## src/rtl/ttt_turn_sequencer_if.sv

```systemverilog
// ttt_turn_sequencer_if
//   Bus between the turn sequencer and the tttg game core.
//   board  : {pos1..pos9}, 2 bits per cell (00 empty, 01 player, 10 pc, 11 occupied)
//   who    : winner reported by the core (00 none, 01 player, 10 pc)
//   play   : player-move strobe to the core
//   pc     : computer-move strobe to the core
//   button : one-hot cell select, valid while play is high
//   master : sequencer side; slave : game core side.
interface ttt_turn_sequencer_if;
    logic [17:0] board;
    logic [1:0]  who;
    logic        play;
    logic        pc;
    logic [8:0]  button;

    modport master (
        input  board, who,
        output play, pc, button
    );

    modport slave (
        output board, who,
        input  play, pc, button
    );
endinterface

```

## src/rtl/ttt_turn_sequencer.sv

```systemverilog
// ttt_turn_sequencer
//   Turn scheduler between the raw player buttons and the tttg game core.
//   It accepts one clean player press at a time and turns it into a timed
//   play strobe. After a settle delay it checks the board and then issues a
//   timed pc strobe. The board is checked again after each strobe, and the
//   game ends on a winner or a full board.
//   Multi-button presses and presses on occupied cells produce an illegal pulse.
// Ports
//   clk         : system clock, rising edge
//   reset       : synchronous, active-low
//   start       : level, begins a new game from IDLE / leaves DONE
//   btn_raw     : debounced buttons, bit8 = cell1 ... bit0 = cell9
//   core        : game-core bus (board, who in; play, pc, button out)
//   player_turn : high while a player move is awaited
//   illegal     : one-cycle pulse for a rejected press
//   game_over   : high while the game is finished
//   move_count  : moves accepted this game (both sides), saturates at 9
// Configuration
//   TURN_TIMEOUT_EN : when defined, an idle player is given an automatic move
//                     into the lowest-numbered empty cell after TIMEOUT_CYCLES.
module ttt_turn_sequencer #(
    parameter int unsigned STROBE_CYCLES  = 4,     // 1..15
    parameter int unsigned SETTLE_CYCLES  = 8,     // 1..255
    parameter int unsigned TIMEOUT_CYCLES = 1000   // 1..2^20-1
) (
    input  logic                        clk,
    input  logic                        reset,
    input  logic                        start,
    input  logic [8:0]                  btn_raw,
    ttt_turn_sequencer_if.master        core,
    output logic                        player_turn,
    output logic                        illegal,
    output logic                        game_over,
    output logic [3:0]                  move_count
);

    typedef enum logic [3:0] {
        S_IDLE, S_WAIT_P, S_P_STB, S_P_SET, S_CHK_P,
        S_C_STB, S_C_SET, S_CHK_C, S_DONE
    } state_t;

    localparam logic [7:0] STROBE_LOAD = 8'(STROBE_CYCLES - 1);
    localparam logic [7:0] SETTLE_LOAD = 8'(SETTLE_CYCLES - 1);

    state_t      state_q, state_d;
    logic [7:0]  cnt_q, cnt_d;
    logic [8:0]  button_q, button_d;
    logic [3:0]  move_count_q, move_count_d;
    logic        illegal_q, illegal_d;
    logic [8:0]  btn_prev_q, btn_prev_d;

    logic [8:0]  press;
    logic [8:0]  occ;
    logic        press_onehot;
    logic        target_occ;
    logic        game_end;
    logic        accept;
    logic [8:0]  accept_sel;

`ifdef TURN_TIMEOUT_EN
    localparam logic [19:0] TIMEOUT_LAST = 20'(TIMEOUT_CYCLES - 1);
    logic [19:0] idle_q, idle_d;
    logic [8:0]  auto_sel;
`else
    logic unused_timeout;
    assign unused_timeout = ^TIMEOUT_CYCLES;
`endif

    function automatic logic [3:0] sat_inc(input logic [3:0] v);
        return (v >= 4'd9) ? 4'd9 : v + 4'd1;
    endfunction

    // State register
    always_ff @(posedge clk) begin
        if (!reset) begin
            state_q      <= S_IDLE;
            cnt_q        <= '0;
            button_q     <= '0;
            move_count_q <= '0;
            illegal_q    <= 1'b0;
            btn_prev_q   <= '0;
`ifdef TURN_TIMEOUT_EN
            idle_q       <= '0;
`endif
        end else begin
            state_q      <= state_d;
            cnt_q        <= cnt_d;
            button_q     <= button_d;
            move_count_q <= move_count_d;
            illegal_q    <= illegal_d;
            btn_prev_q   <= btn_prev_d;
`ifdef TURN_TIMEOUT_EN
            idle_q       <= idle_d;
`endif
        end
    end

    // Next-state logic
    always_comb begin
        for (int unsigned i = 0; i < 9; i++) begin
            occ[i] = |core.board[2*i +: 2];
        end
        press        = btn_raw & ~btn_prev_q;
        press_onehot = (press != '0) && ((press & (press - 9'd1)) == '0);
        target_occ   = |(press & occ);
        game_end     = (core.who != 2'b00) || (&occ);

        state_d      = state_q;
        cnt_d        = cnt_q;
        button_d     = button_q;
        move_count_d = move_count_q;
        illegal_d    = 1'b0;
        btn_prev_d   = btn_raw;
        accept       = 1'b0;
        accept_sel   = '0;
`ifdef TURN_TIMEOUT_EN
        idle_d       = '0;
        // Ascending scan: the last empty cell found is the highest bit,
        // which is the lowest-numbered cell.
        auto_sel     = '0;
        for (int unsigned i = 0; i < 9; i++) begin
            if (!occ[i]) begin
                auto_sel    = '0;
                auto_sel[i] = 1'b1;
            end
        end
`endif

        unique case (state_q)
            S_IDLE: begin
                if (start) begin
                    state_d      = S_WAIT_P;
                    move_count_d = '0;
                end
            end
            S_WAIT_P: begin
                if (press != '0) begin
                    if (!press_onehot || target_occ) begin
                        illegal_d = 1'b1;
                    end else begin
                        accept     = 1'b1;
                        accept_sel = press;
                    end
                end
`ifdef TURN_TIMEOUT_EN
                else if (idle_q == TIMEOUT_LAST) begin
                    if (auto_sel != '0) begin
                        accept     = 1'b1;
                        accept_sel = auto_sel;
                    end else begin
                        idle_d = idle_q;
                    end
                end else begin
                    idle_d = idle_q + 20'd1;
                end
`endif
                if (accept) begin
                    state_d      = S_P_STB;
                    cnt_d        = STROBE_LOAD;
                    button_d     = accept_sel;
                    move_count_d = sat_inc(move_count_q);
                end
            end
            S_P_STB: begin
                if (cnt_q == '0) begin
                    state_d = S_P_SET;
                    cnt_d   = SETTLE_LOAD;
                end else begin
                    cnt_d = cnt_q - 8'd1;
                end
            end
            S_P_SET: begin
                if (cnt_q == '0) state_d = S_CHK_P;
                else             cnt_d   = cnt_q - 8'd1;
            end
            S_CHK_P: begin
                if (game_end) begin
                    state_d = S_DONE;
                end else begin
                    state_d      = S_C_STB;
                    cnt_d        = STROBE_LOAD;
                    move_count_d = sat_inc(move_count_q);
                end
            end
            S_C_STB: begin
                if (cnt_q == '0) begin
                    state_d = S_C_SET;
                    cnt_d   = SETTLE_LOAD;
                end else begin
                    cnt_d = cnt_q - 8'd1;
                end
            end
            S_C_SET: begin
                if (cnt_q == '0) state_d = S_CHK_C;
                else             cnt_d   = cnt_q - 8'd1;
            end
            S_CHK_C: begin
                state_d = game_end ? S_DONE : S_WAIT_P;
            end
            S_DONE: begin
                if (start) state_d = S_IDLE;
            end
            default: state_d = S_IDLE;
        endcase
    end

    // Outputs decoded from the registered state, so a reset edge drops the
    // strobes immediately.
    always_comb begin
        core.play   = (state_q == S_P_STB);
        core.pc     = (state_q == S_C_STB);
        core.button = (state_q == S_P_STB) ? button_q : '0;
        player_turn = (state_q == S_WAIT_P);
        game_over   = (state_q == S_DONE);
        illegal     = illegal_q;
        move_count  = move_count_q;
    end

endmodule

```

## src/flat_wrapper.sv

```systemverilog
// flat-port wrapper written by rule: the top's interface ports become plain ports
module ttt_turn_sequencer_flat 
#(
    parameter int unsigned STROBE_CYCLES  = 4,             
    parameter int unsigned SETTLE_CYCLES  = 8,              
    parameter int unsigned TIMEOUT_CYCLES = 1000               
)
  (clk, reset, start, btn_raw, player_turn, illegal, game_over, move_count, core_board, core_who, core_play, core_pc, core_button);
  ttt_turn_sequencer_if core_i ();
  input  logic clk;
  input  logic reset;
  input  logic start;
  input  logic [8:0] btn_raw;
  output logic player_turn;
  output logic illegal;
  output logic game_over;
  output logic [3:0] move_count;
  input wire logic [$bits(core_i.board)-1:0] core_board;
  input wire logic [$bits(core_i.who)-1:0] core_who;
  output wire logic [$bits(core_i.play)-1:0] core_play;
  output wire logic [$bits(core_i.pc)-1:0] core_pc;
  output wire logic [$bits(core_i.button)-1:0] core_button;
  assign core_i.board = core_board;
  assign core_i.who = core_who;
  assign core_play = core_i.play;
  assign core_pc = core_i.pc;
  assign core_button = core_i.button;
  ttt_turn_sequencer #(.STROBE_CYCLES(STROBE_CYCLES), .SETTLE_CYCLES(SETTLE_CYCLES), .TIMEOUT_CYCLES(TIMEOUT_CYCLES)) u_core (.clk(clk), .reset(reset), .start(start), .btn_raw(btn_raw), .core(core_i), .player_turn(player_turn), .illegal(illegal), .game_over(game_over), .move_count(move_count));
endmodule
```

## config.mk

```make
export PLATFORM = sky130hd
export DESIGN_NAME = ttt_turn_sequencer_flat
export DESIGN_NICKNAME = d
export VERILOG_FILES = /design/src/rtl/ttt_turn_sequencer_if.sv /design/src/rtl/ttt_turn_sequencer.sv /design/src/flat_wrapper.sv
export SDC_FILE = /design/constraint.sdc
export NUM_CORES = 1
export LEC_CHECK = 0
export CAP_MARGIN = 5
export CORE_AREA = 2 2 73 75
export DETAILED_ROUTE_END_ITERATION = 8
export DIE_AREA = 0 0 75 77
export PLACE_DENSITY = 0.75
export SLEW_MARGIN = 0
export SYNTH_ARGS = -nofsm -noshare
export SYNTH_HDL_FRONTEND = slang
export SYNTH_SLANG_ARGS = --single-unit
```

## constraint.sdc

```tcl
create_clock -name clk -period 2.01 [get_ports clk]
set_input_delay 0.402 -clock clk [delete_from_list [all_inputs] [get_ports clk]]
set_output_delay 0.402 -clock clk [all_outputs]
set_load 0.01 [all_outputs]
```

==> results of run 1 <==
==> flip-flops by register name, indices dropped and copies added, names as in the netlist <==
register / count
u_core.move_count: 4
u_core.btn_prev_q: 9
u_core.illegal: 1
u_core.cnt_q: 8
u_core.button_q: 9
u_core.state_q: 4
==> logic make-up (layout without fill, tap and decap cells) <==
family | Yosys count | in the layout | synth area share
simple gates | 134 | 134 | 0.3210
compound gates | 62 | 62 | 0.2146
flops | 35 | 35 | 0.3239
buf+inv | 22 | 112 | 0.04453
mux | 10 | 10 | 0.04627
fa+ha+maj | 6 | 6 | 0.03355
xor+xnor | 4 | 4 | 0.01620
==> cells in the final DEF, fill, tap and decap left out, drive strengths merged, types with 2 or more instances in the layout <==
cell            n
clkbuf          6
nor2           28
buf            49
o31a            2
nand3           7
and2            9
o311ai          5
a21oi          10
o22ai           6
o21ai           8
a21o            2
nand2b         11
or4             3
nor3           13
o32ai           2
dlymetal6s2s   11
nand2          31
dfxtp          35
o21ba           2
inv             8
o31ai           3
xnor2           2
dlygate4sd2    31
o211a           2
mux2i          10
a31oi           3
clkdlybuf4s50   7
or2             7
nor4            4
ha              5
a211oi          4
nand4           2
nor2b           4
and3           10
xor2            2
o21a            5
==> per-stage QoR <==
stage / std cells / area, um2
global placement: 418 / 2988
global route: 433 / 3418
detailed placement: 418 / 2988
finish: 433 / 3418
floorplan: 273 / 2163
CTS: 430 / 3254
==> final timing paths <==
| kind | startpoint | end | slack, ns | depth (start not counted) |
|---|---|---|---|---|
| max | u_core.cnt_q[4]$_SDFFE_PN0P_ | u_core.cnt_q[7]$_SDFFE_PN0P_ | -0.09 | 8 |
| min | btn_raw[2] | u_core.btn_prev_q[2]$_SDFF_PN0_ | 0.38 | 2 |
| max reg2reg | u_core.cnt_q[4]$_SDFFE_PN0P_ | u_core.cnt_q[7]$_SDFFE_PN0P_ | -0.09 | 8 |
| min reg2reg | u_core.button_q[5]$_SDFFE_PN0P_ | u_core.button_q[5]$_SDFFE_PN0P_ | 0.45 | 2 |
==> power breakdown <==
group / switching (mW) / leakage (nW) / internal [mW]
Combinational: 1.16 / 1.27 / 1.07
Sequential: 0.0819 / 0.287 / 0.790
Clock: 0.244 / 0.0371 / 0.231
Total: 1.49 / 1.59 / 2.09
==> routing by layer <==
| metal | track usage | vias to the layer above |
|---|---|---|
| met5 | 0 | - |
| met4 | 0.07679 | 0 |
| met3 | 0.04599 | 13 |
| met2 | 0.3956 | 88 |
| met1 | 0.3047 | 1154 |
| li1 | - | 1166 |
==> final cells by class <==
type | instances | area (um2)
timing repair buffer | 98 | 878.3
clock buffer | 6 | 72.57
tap | 70 | 87.58
sequential | 35 | 706.9
fill | 392 | 1559
multi-input combinational | 216 | 1643
inverter | 8 | 30.03
==> critical path, delay by kind of cell, from the launching register on <==
kind | cells | cell delay [ns]
AOI/OAI and AO/OA | 4 | 0.54
and+or+nand+nor | 3 | 0.96
DFF | 1 | 0.32
buffers and inverters | 1 | 0.15
==> timing repair <==
item	4_1_cts	5_1_grt
hold endpoints to repair	0	0
cloned	0	0
buffers inserted	7	3
endpoints found under the setup margin	38	20
resized for setup	78	37
pin swaps	21	12
==> impl_results.md, run 1 <==
* Status: finished with violations
* RSZ-0062 raised after global routing: true
* Antenna violations before repair at 0
* Max Clock Freq at 476.6 MHz
* Final Core Density at 0.6868
* CP Data Arrival Time at 2.27 ns
* Yosys reg bits at 35
* Final Hold Vio Count at 0
* Yosys top cell by area: dfxtp_1
* Post-Route WL at 6632 um
* Clock latency on the worst-skew pair at 0.29 ns
* Final period util at 1.044
* Failing checks: negative setup slack
* Total Nets Final at 401
* Maxcap violations at 0
* WL met1 at 2893 um
* Synth warnings at 0
* Synth cell count leaders: dfxtp_1, nand2_1, nor2_1
* Synth-to-Final Area Change at 58.01%
* Post-synth ARST share at 0
* Clk buf depth at 2
* Vias in the first global route at 2396
* Post-synth EDFFs at 0
* GP Congestion at 0.8711
* Post-Place Worst Slack at -0.5917 ns
* Grt total ovfl at 0
* DRT Pass-1 Iters at 4
* Slowest stage cell, crit path: or4_4
* Post-DP HPWL at 4405 um
* Avg Inst Size Synth at 7.924 um2
* Sequential share of the synthesized area at 0.3239
* Cell variety after synth at 54
* Setup crit end kind: flop
* Crit-path max FO at 5
* Total track usage at 0.2387
* Pin count of the biggest net entering global routing at 24
* Row count at 26
* Final-report setup violation count at 7
* I/O pin cnt at 50
* Worst setup SP type: flop
* Minimum clock period at 2.098 ns
* CORE AREA at 0.004977 mm2
* Setup WS post-layout at -0.08823 ns
* Clk sinks at 35
* Share of layout cells above drive strength 1 at 0.3306
* Htree depth at 2
* Port-buffer cells at 49
* Diodes inserted at 0
* Req. time, crit path at 2.18 ns
* Setup CP Type: flop to flop
* Slowest Stage Delay on Critical Path at 0.55 ns
* Clock transition at path regs at 0.07 ns
* Worst hold margin at 0.3780 ns
* Initial core utilization at 0.4346
* Most numerous cell in the Yosys netlist: dfxtp_1
* Met2 wire len at 3289 um
* Mapped Nets at 310
* Full die area at 0.005775 mm2
* Pwr/cell area at 1049 mW/mm2
* Max-slew violation count at 0
* Post-Syn Area at 0.002163 mm2
* Hold Crit Class: input port to flop
* First-pass GRT wire length at 10870 um
* CTS tree: done
* Critical path's most frequent cell: a21oi_4
* Vias at 2421
* CTS root buffer: clkbuf_8
* DR DRC count at 0
* Top FF cell, synth: dfxtp_1
* Mapped Cells at 273
* Synth area leaders: dfxtp_1, nand2_1, nor2_1
* Post-synth top area share at 0.3239
* Rel. slew slack at 0.7430
* CP cell instances: or4_4 -> nor3b_4 -> buf_6 -> a21oi_4 -> a21oi_4 -> nor3_1 -> o311ai_2 -> o31ai_1
* Peak VDD IR at 0.5099 mV
* Highest Signal Layer: met4
* Die extent in x at 75 um
* Worst Skew at 0.01047 ns
* DR WL met3 at 336 um
* Initial DRC count at 189
* Leakage power at 1.594 nW
* DRT antenna net count at 0
* WL per Instance at 15.32 um
* Power Total at 3.584 mW
* Chip height at 77 um
* Worst Tran Pin Value at 0.3820 ns
* Post-route setup TNS at -0.4501 ns
* Inserted Clock Buffers at 5
* Hold Buf Count CTS at 0
* Via/cell ratio at 5.591
Note: power is estimated with default switching activity, not from simulation.
==> run 2, diff against run 1 <==
--- a/config.mk
+++ b/config.mk
@@ -6,10 +6,12 @@
 export NUM_CORES = 1
 export LEC_CHECK = 0
 export CAP_MARGIN = 5
-export CORE_AREA = 2 2 73 75
+export CORE_AREA = 2 2 77 79
+export CTS_CLUSTER_SIZE = 10
 export DETAILED_ROUTE_END_ITERATION = 8
-export DIE_AREA = 0 0 75 77
-export PLACE_DENSITY = 0.75
+export DIE_AREA = 0 0 79 81
+export DONT_BUFFER_PORTS = 1
+export PLACE_DENSITY = 0.56
 export SLEW_MARGIN = 0
 export SYNTH_ARGS = -nofsm -noshare
 export SYNTH_HDL_FRONTEND = slang
==> run 2 against run 1 <==
  * The flow still finishes with violations (negative setup slack)
  * Combinational power shrank 25%
  * Die area increased by 11%
  * Largest power group unchanged
  * Flip-flop and latch count did not move
  * Worst setup slack improved by 0.027 ns
  * Wire length is 19% lower
  * Power shrank 11%
  * Fmax up 1.3%
  * Cell area decreased by 21%
  * Critical endpoint is now u_core.state_q[0]$_SDFFE_PN0P_
  * Via count fell by 16%
  * Critical path type unchanged
  * Sequential share of layout area up 5.5 points
  * Sequential power is 2% lower
==> impl_results.md, run 2 (synthesis results as in run 1) <==
* DRT Pass-1 Iters at 4 (unchanged)
* Rel. slew slack at 0.7352 (was 0.7430)
* Clock transition at path regs at 0.08 ns (was 0.07 ns)
* Full die area at 0.006399 mm2 (was 0.005775 mm2)
* CP delay by family, top: simple AND/OR/NAND/NOR gates (unchanged)
* Worst Skew at 0.008021 ns (was 0.01047 ns)
* Max-slew violation count at 0 (unchanged)
* WL per Instance at 14.13 um (was 15.32 um)
* P_sw at 1.236 mW (was 1.490 mW)
* Clk network pwr share at 0.206 (was 0.133)
* Pwr/cell area at 1190 mW/mm2 (was 1049 mW/mm2)
* CP cell instances: or4_4 -> nor3b_4 -> buf_6 -> nor2_2 -> a21oi_2 -> o32ai_4 -> o2bb2a_4 -> a31oi_1 (was or4_4 -> nor3b_4 -> buf_6 -> a21oi_4 -> a21oi_4 -> nor3_1 -> o311ai_2 -> o31ai_1)
* I/O pin cnt at 50 (unchanged)
* Share of layout cells above drive strength 1 at 0.2418 (was 0.3306)
* Design Area, Final at 0.002684 mm2 (was 0.003418 mm2)
* Worst setup SP type: flop (unchanged)
* Hold Buf Count CTS at 0 (unchanged)
* Vias at 2042 (was 2421)
* CP Data Arrival Time at 2.29 ns (was 2.27 ns)
* Failing checks: negative setup slack (unchanged)
* Post-Place Worst Slack at -0.1471 ns (was -0.5917 ns)
* Final Hold Vio Count at 0 (unchanged)
* Via/cell ratio at 5.360 (was 5.591)
* Slowest stage cell, crit path: or4_4 (unchanged)
* Pin count of the biggest net entering global routing at 40 (was 24)
* Most common cell after layout, fill and taps aside: buf_4 (unchanged)
* CTS tree: done (unchanged)
* Synth-to-Final Area Change at 24.06% (was 58.01%)
* GP Congestion at 0.8589 (was 0.8711)
* Placed cell count at 371 (was 418)
* Post-DP HPWL at 4093 um (was 4405 um)
* Setup CP Type: flop to flop (unchanged)
* Clk buf depth at 2 (unchanged)
* Initial core utilization at 0.3812 (was 0.4346)
* Most frequent cells in the layout: buf_4, dfxtp_1, nand2_1 (was buf_4, dfxtp_1, nand2_1, dlygate4sd2_1, nor2_1)
* DR DRC count at 0 (unchanged)
* Power Total at 3.195 mW (was 3.584 mW)
* Internal power at 1.959 mW (was 2.094 mW)
* Antenna violations before repair at 0 (unchanged)
* Row count at 28 (was 26)
* Flop pwr share at 0.269 (was 0.243)
* Hold Crit Class: input port to flop (unchanged)
* Final period util at 1.030 (was 1.044)
* Htree depth at 2 (unchanged)
* RSZ-0062 raised after global routing: true (unchanged)
* CTS root buffer: clkbuf_8 (unchanged)
* CORE AREA at 0.005675 mm2 (was 0.004977 mm2)
* Switching share of power at 0.3870 (was 0.4157)
* Combinational share of power at 0.526 (was 0.624)
* Peak VDD IR at 0.4734 mV (was 0.5099 mV)
* Initial DRC count at 135 (was 189)
* Maxcap violations at 0 (unchanged)
* Port-buffer cells at 0 (was 49)
* Req. time, crit path at 2.23 ns (was 2.18 ns)
* Status: finished with violations (unchanged)
* Total track usage at 0.1816 (was 0.2387)
* Minimum clock period at 2.071 ns (was 2.098 ns)
* DRT antenna net count at 0 (unchanged)
* Die extent in x at 79 um (was 75 um)
* Chip height at 81 um (was 77 um)
* Final cell count without fillers at 381 (was 433)
* Max Clock Freq at 482.9 MHz (was 476.6 MHz)
* Slowest Stage Delay on Critical Path at 0.55 ns (about the same)
* Leakage power at 1.142 nW (was 1.594 nW)
* Vias in the first global route at 1957 (was 2396)
* Grt total ovfl at 0 (unchanged)
* Setup crit end kind: flop (unchanged)
* Placed Instance Area at 0.002481 mm2 (was 0.002988 mm2)
* CP bufs+invs at 1 (unchanged)
* Final-report setup violation count at 7 (unchanged)
* Inserted Clock Buffers at 5 (unchanged)
* Total Nets Final at 342 (was 401)
* Largest registers: u_core.btn_prev_q x9, u_core.button_q x9, u_core.cnt_q x8 (unchanged)
* Setup WS post-layout at -0.06097 ns (was -0.08823 ns)
* Worst Tran Pin Value at 0.3935 ns (was 0.3820 ns)
* First-pass GRT wire length at 9177 um (was 10870 um)
* Diodes inserted at 0 (unchanged)
* Crit-path max FO at 5 (unchanged)
* Clock latency on the worst-skew pair at 0.28 ns (was 0.29 ns)
* Post-Route WL at 5383 um (was 6632 um)
* Clk sinks at 35 (unchanged)
-- run 2: final cells by class --
cell class,instances,area [um2]
Sequential cell,35,701.9
Fill cell,598,2992
Timing Repair Buffer,39,309.0
Inverter,8,30.03
Clock inverter,2,35.03
Clock buffer,6,82.58
Multi-Input combinational cell,216,1431
Tap cell,75,93.84
-- run 2: through the flow --
step	utilization	hold slack (ns)	setup TNS, ns
final	0.4729	0.2323	-0.2180
after global routing	0.4729	0.2211	-1.776
after CTS	0.4632	0.2261	-0.02792
after detailed placement	0.4372	0.4495	-0.9757
after global placement	0.4372	0.4398	-0.8949
after floorplan	-	0.4335	0
-- run 2: power groups by stage --
stage | Combinational, mW | Clock [mW] | Sequential [mW]
final | 1.68 | 0.658 | 0.858
after detailed placement | 1.49 | 0 | 0.870
after global placement | 1.49 | 0 | 0.869
after global routing | 1.87 | 0.714 | 0.869
after CTS | 1.59 | 0.681 | 0.855
after floorplan | 1.05 | 0 | 0.868
-- run 2: worst paths after layout --
path / from / endpoint / slack [ns] / cells after the start
worst max register to register: u_core.cnt_q[3]$_SDFFE_PN0P_ / u_core.state_q[0]$_SDFFE_PN0P_ / -0.06 / 8
worst max-delay path: u_core.cnt_q[3]$_SDFFE_PN0P_ / u_core.state_q[0]$_SDFFE_PN0P_ / -0.06 / 8
worst min register to register: u_core.button_q[7]$_SDFFE_PN0P_ / u_core.button_q[7]$_SDFFE_PN0P_ / 0.46 / 2
worst min-delay path: btn_raw[7] / u_core.btn_prev_q[7]$_SDFF_PN0_ / 0.23 / 1
-- run 2: repair_timing --
| action | in CTS | in global routing |
|---|---|---|
| resized for setup | 3 | 14 |
| setup endpoints to repair | 9 | 26 |
| pin swaps | 6 | 9 |
| setup buffers | 2 | 1 |
-- run 2: per-layer routing --
metal	part of all wire	vias to the layer above	GRT usage
met5	0	-	0
met4	0.011	0	0.05690
met3	0.061	4	0.05444
met2	0.46	52	0.2864
met1	0.47	941	0.2391
li1	-	1045	-
==> RTL change 1, RTL diff (flow settings as in run 2) <==
Register the input `btn_raw` before use, with the module's reset. The logic sees it one clock later. The other inputs are not delayed to match.
--- a/src/rtl/ttt_turn_sequencer.sv
+++ b/src/rtl/ttt_turn_sequencer.sv
@@ -43,4 +43,14 @@
     localparam logic [7:0] SETTLE_LOAD = 8'(SETTLE_CYCLES - 1);
 
+    logic [8:0] btn_raw_q;
+
+    always_ff @(posedge clk) begin
+        if (!reset) begin
+            btn_raw_q <= '0;
+        end else begin
+            btn_raw_q <= btn_raw;
+        end
+    end
+
     state_t      state_q, state_d;
     logic [7:0]  cnt_q, cnt_d;
@@ -101,5 +111,5 @@
             occ[i] = |core.board[2*i +: 2];
         end
-        press        = btn_raw & ~btn_prev_q;
+        press        = btn_raw_q & ~btn_prev_q;
         press_onehot = (press != '0) && ((press & (press - 9'd1)) == '0);
         target_occ   = |(press & occ);
@@ -111,5 +121,5 @@
         move_count_d = move_count_q;
         illegal_d    = 1'b0;
-        btn_prev_d   = btn_raw;
+        btn_prev_d   = btn_raw_q;
         accept       = 1'b0;
         accept_sel   = '0;
Check against the original RTL: not equivalent (Yosys sat finds a counterexample within 4 cycles, from zero or initial values and one cycle with reset low).
==> RTL change 1 against run 2 <==
The run still ends with setup timing left; first-iteration DRC count down 16%; critical path depth up 1; wire length up 12%; total power up 0.47%; setup slack better by 0.057 ns; design area up 15%; count of clock-buffer cells in the layout down 1; sequential cell count up 9; cell count up 4.2%; area after synthesis up 9.0%; largest cell class unchanged.
==> RTL change 1: results (changes against run 2) <==
\begin{tabular}{lr}
\hline
Metric & Value \\
\hline
\multicolumn{2}{l}{\textbf{Run status}} \\
\quad Run status & finished, violations left \\
\quad Violations in the final reports & setup timing \\
\multicolumn{2}{l}{\textbf{Logic synthesis}} \\
\quad Leading post-synthesis cells by instance count & sky130\_fd\_sc\_hd\_\_dfxtp\_1 (44), sky130\_fd\_sc\_hd\_\_nor2\_1 (33), sky130\_fd\_sc\_hd\_\_and2\_1 (28), sky130\_fd\_sc\_hd\_\_nand2\_1 (17), sky130\_fd\_sc\_hd\_\_a21oi\_1 (15) \\
\quad Number of library cell types mapped by synthesis & 55 (+1.9\%) \\
\quad Cell types occupying the most area after synthesis & sky130\_fd\_sc\_hd\_\_dfxtp\_1 (37\%), sky130\_fd\_sc\_hd\_\_and2\_1 (7.4\%), sky130\_fd\_sc\_hd\_\_nor2\_1 (5.3\%) \\
\quad Synthesized instance count & 280 (+2.6\%) \\
\multicolumn{2}{l}{\textbf{Route}} \\
\quad Total vias in the final route & 2158 (+5.7\%) \\
\quad Iteration-0 DRC Markers & 113 (-16\%) \\
\quad Met1 layer wirelength in the final routing & 2797 um (+10\%) \\
\multicolumn{2}{l}{\textbf{Layout}} \\
\quad Fill cell count & 557 (-6.9\%) \\
\quad Share of the core filled with cells & 54.48\% (+7.2 points) \\
\quad Clock buffer instance count of the final layout & 5 (-1) \\
\quad Non-clock buffer contribution to total cell area & 12.02\% (+0.50 points) \\
\quad Non-clock inverter total of the final layout & 13 (+5) \\
\quad Multi-Input Combinational & 208 (-3.7\%) \\
\quad Number of non-clock buffers in the layout & 49 (+26\%) \\
\quad Final net count & 358 (+4.7\%) \\
\multicolumn{2}{l}{\textbf{STA}} \\
\quad Worst-case clock skew & 0.01193 ns (+0.003913 ns) \\
\quad Final setup violation count & 1 (-6) \\
\quad Minimum setup slack in the final design & -0.003975 ns (+0.05699 ns) \\
\multicolumn{2}{l}{\textbf{Place}} \\
\quad Placed cell area & 0.002764 mm2 (+11\%) \\
\quad Gpl congestion & 0.8498 (-1.1\%) \\
\quad Half-perimeter wire length after detailed placement & 4276 um (+4.5\%) \\
\multicolumn{2}{l}{\textbf{Global route}} \\
\quad Fraction of met3 tracks used by global routing & 3.889\% (-1.6 points) \\
\quad GRT Util Overall & 19.08\% (+0.92 points) \\
\multicolumn{2}{l}{\textbf{Pwr}} \\
\quad Leakage power & 0.001196 uW (+4.7\%) \\
\quad Maximum vdd drop & 0.4595 mV (-2.9\%) \\
\multicolumn{2}{l}{\textbf{Clock network}} \\
\quad Clk Latency, worst-skew pair & 0.30 ns (+0.02 ns) \\
\multicolumn{2}{l}{\textbf{Worst setup path}} \\
\quad Highest fanout seen on the critical path & 4 (-1) \\
\quad Crit Reg-Reg Endpoint & u\_core.button\_q[8] \\
\hline
\end{tabular}
## RTL change 1: logic make-up after synthesis
family	count (synthesis)	synth area share (%)
AOI/OAI and AO/OA	63	18.52
xor gates and xnor gates	3	1.114
adders and majority gates	7	3.501
buffers and inverters	28	4.828
DFF	44	37.35
muxes	10	5.093
and+or+nand+nor	125	29.60
## RTL change 1: power by group
group	switching, uW	internal, uW
clock network	336	375
registers	84.7	965
logic	740	709
## RTL change 1: how the worst min path moves through the flow
stage / start / to / cells past startpoint
global placement: u_core.btn_prev_d[3] / u_core.btn_prev_q[3] / 1
global route: reset / u_core.btn_prev_q[7] / 1
detailed placement: u_core.btn_prev_d[0] / u_core.btn_prev_q[0] / 1
floorplan: u_core.btn_prev_d[0] / u_core.btn_prev_q[0] / 1
CTS: reset / u_core.btn_prev_q[7] / 1
finish: reset / u_core.btn_prev_q[7] / 1
==> RTL change 2, RTL diff (config.mk and constraints of run 2) <==
Without the edit above. `SETTLE_CYCLES` is set to 8 in 2 places; all go to 7.
--- a/src/rtl/ttt_turn_sequencer.sv
+++ b/src/rtl/ttt_turn_sequencer.sv
@@ -21,5 +21,5 @@
 module ttt_turn_sequencer #(
     parameter int unsigned STROBE_CYCLES  = 4,     // 1..15
-    parameter int unsigned SETTLE_CYCLES  = 8,     // 1..255
+    parameter int unsigned SETTLE_CYCLES  = 7,     // 1..255
     parameter int unsigned TIMEOUT_CYCLES = 1000   // 1..2^20-1
 ) (
--- a/src/flat_wrapper.sv
+++ b/src/flat_wrapper.sv
@@ -3,5 +3,5 @@
 #(
     parameter int unsigned STROBE_CYCLES  = 4,             
-    parameter int unsigned SETTLE_CYCLES  = 8,              
+    parameter int unsigned SETTLE_CYCLES  = 7,              
     parameter int unsigned TIMEOUT_CYCLES = 1000               
 )
Formal check against the unedited RTL: no difference found for any inputs over 10 cycles, from zero or initial values and one cycle with reset low; that may be too few to reach the edited logic, so the function may still have changed.
==> RTL change 2 against run 2 <==
The run still ends with setup timing left; wire length fell by 1.2%; area after synthesis is 0.29% higher; design area increased by 4.4%; worst hold slack worse by 0.0070 ns; die area did not move; global-route usage decreased by 1.3 points; total power decreased by 0.48%; sequential cell count unchanged; setup slack gained 0.014 ns; critical endpoint is now u_core.button_q[2].
==> RTL change 2: results (changes against run 2) <==
\begin{tabular}{lr}
\hline
Metric & Value \\
\hline
\multicolumn{2}{l}{\textbf{Logic synthesis}} \\
\quad Number of library cell types mapped by synthesis & 57 (+5.6\%) \\
\quad Mean area per synthesized cell & 8.187 um2 (+3.3\%) \\
\quad Sequential fraction of the synthesis area & 32.30\% (-0.093 points) \\
\quad Leading post-synthesis cells by instance count & sky130\_fd\_sc\_hd\_\_dfxtp\_1 (35), sky130\_fd\_sc\_hd\_\_nand2\_1 (31), sky130\_fd\_sc\_hd\_\_nor2\_1 (26), sky130\_fd\_sc\_hd\_\_and2\_1 (14) \\
\multicolumn{2}{l}{\textbf{STA}} \\
\quad Worst-case clock skew & 0.008313 ns (+0.0002914 ns) \\
\quad Minimum setup slack in the final design & -0.04731 ns (+0.01365 ns) \\
\quad Hold Slack & 0.2253 ns (-0.006994 ns) \\
\quad Transition at the pin with the smallest max-transition slack & 0.4718 ns (+0.07824 ns) \\
\quad Final setup violation count & 8 (+1) \\
\multicolumn{2}{l}{\textbf{Layout}} \\
\quad Fill cell count & 572 (-4.3\%) \\
\multicolumn{2}{l}{\textbf{Pwr}} \\
\quad Maximum vdd drop & 0.4434 mV (-6.3\%) \\
\quad Switching portion of total power & 40.21\% (+1.5 points) \\
\quad Leakage power & 0.001112 uW (-2.6\%) \\
\multicolumn{2}{l}{\textbf{Worst setup path}} \\
\quad Worst reg2reg path startpoint & u\_core.btn\_prev\_q[4] \\
\quad Cells on worst reg2reg path & 9 (+1) \\
\quad Crit Reg-Reg Endpoint & u\_core.button\_q[2] \\
\multicolumn{2}{l}{\textbf{Route}} \\
\quad Iteration-0 DRC Markers & 168 (+24\%) \\
\quad Metal2 WL & 2672 um (+8.8\%) \\
\quad Via-to-Cell Ratio & 5.441 (+1.5\%) \\
\quad Met1 layer wirelength in the final routing & 2305 um (-9.4\%) \\
\quad Wire length per cell after detailed routing & 14.14 um (+0.11\%) \\
\quad Met3 wire len & 285 um (-13\%) \\
\multicolumn{2}{l}{\textbf{Global route}} \\
\quad Pin count of the biggest net entering global routing & 24 (-40\%) \\
\quad Via count of the first global-routing pass & 1866 (-4.6\%) \\
\quad GRT Util Overall & 16.85\% (-1.3 points) \\
\multicolumn{2}{l}{\textbf{Run status}} \\
\quad Run status & finished, violations left \\
\quad Violations in the final reports & setup timing \\
\multicolumn{2}{l}{\textbf{Place}} \\
\quad Placed cell area & 0.002524 mm2 (+1.7\%) \\
\quad Cell total after placement & 368 (-0.81\%) \\
\quad Gpl congestion & 0.8503 (-1.0\%) \\
\multicolumn{2}{l}{\textbf{Clock network}} \\
\quad CTS max path bufs & 2 (unchanged) \\
\multicolumn{2}{l}{\textbf{Min path}} \\
\quad Startpoint of the worst hold path & btn\_raw[4] \\
\hline
\end{tabular}
[RTL change 2: changes by cell type after synthesis, moves of 5 or more]
cell,change
sky130_fd_sc_hd__and3_1,-10
sky130_fd_sc_hd__nor4_1,+7
sky130_fd_sc_hd__or2_2,-7
sky130_fd_sc_hd__and2_1,+5
sky130_fd_sc_hd__buf_2,-5
sky130_fd_sc_hd__mux2_4,+5
sky130_fd_sc_hd__o21ai_1,+5
[RTL change 2: per-layer routing]
metal  vias up  track usage [%]
met2        68            30.68
li1       1004                -
met5         -                0
met4         0            5.172
met1       969            19.81
met3         5            3.667
[RTL change 2: stage by stage]
step	setup TNS, ns	worst slack, ns	utilization [%]
5_1_grt	-1.681	-0.1555	49.36
2_1_floorplan	-0.7014	-0.07905	-
3_3_place_gp	-3.374	-0.2421	44.47
4_1_cts	-1.043	-0.09158	48.19
6_report	-0.2919	-0.04731	49.36
3_5_place_dp	-4.572	-0.2685	44.47
[RTL change 2: kinds of logic after synthesis]
kind of cell,after synthesis,share of synthesized area (%)
xor gates and xnor gates,2,0.8075
and+or+nand+nor,132,33.74
buffers and inverters,24,4.844
muxes,12,6.690
DFF,35,32.30
AOI/OAI and AO/OA,54,18.28
adders and majority gates,6,3.345
[RTL change 2: layout make-up]
cell class	count	area [um2]	area share (%)
Clock buffer	6	82.58	2.948
Clock inverter	2	35.03	1.251
Inverter	12	45.04	1.608
Multi-Input combinational cell	206	1525	54.44
Sequential cell	35	704.4	25.15
Tap cell	75	93.84	3.350
Timing Repair Buffer	40	315.3	11.25
[RTL change 2: power by group through the flow]
stage	Combinational, uW	Sequential, uW	Clock (uW)
CTS	1580	859	683
detailed placement	1450	873	0
floorplan	1010	857	0
global placement	1440	874	0
global route	1780	879	718
finish	1650	867	664
[RTL change 2: critical path, cell delays in order (launching register included)]
cell                       delay (ns)
sky130_fd_sc_hd__dfxtp_2         0.34
sky130_fd_sc_hd__nor2b_4         0.04
sky130_fd_sc_hd__or3_4           0.42
sky130_fd_sc_hd__nor4_4          0.20
sky130_fd_sc_hd__a211oi_4        0.08
sky130_fd_sc_hd__buf_6           0.13
sky130_fd_sc_hd__nor3b_4         0.24
sky130_fd_sc_hd__buf_6           0.17
sky130_fd_sc_hd__mux2_4          0.30
sky130_fd_sc_hd__nor2_2          0.07
[RTL change 2: timing repair]
action                                  CTS  global route
setup buffers                             2             0
pin swaps                                 9             9
resized for setup                        18            17
hold buffers                              0             0
cloned                                    0             0
endpoints found under the setup margin   21            30
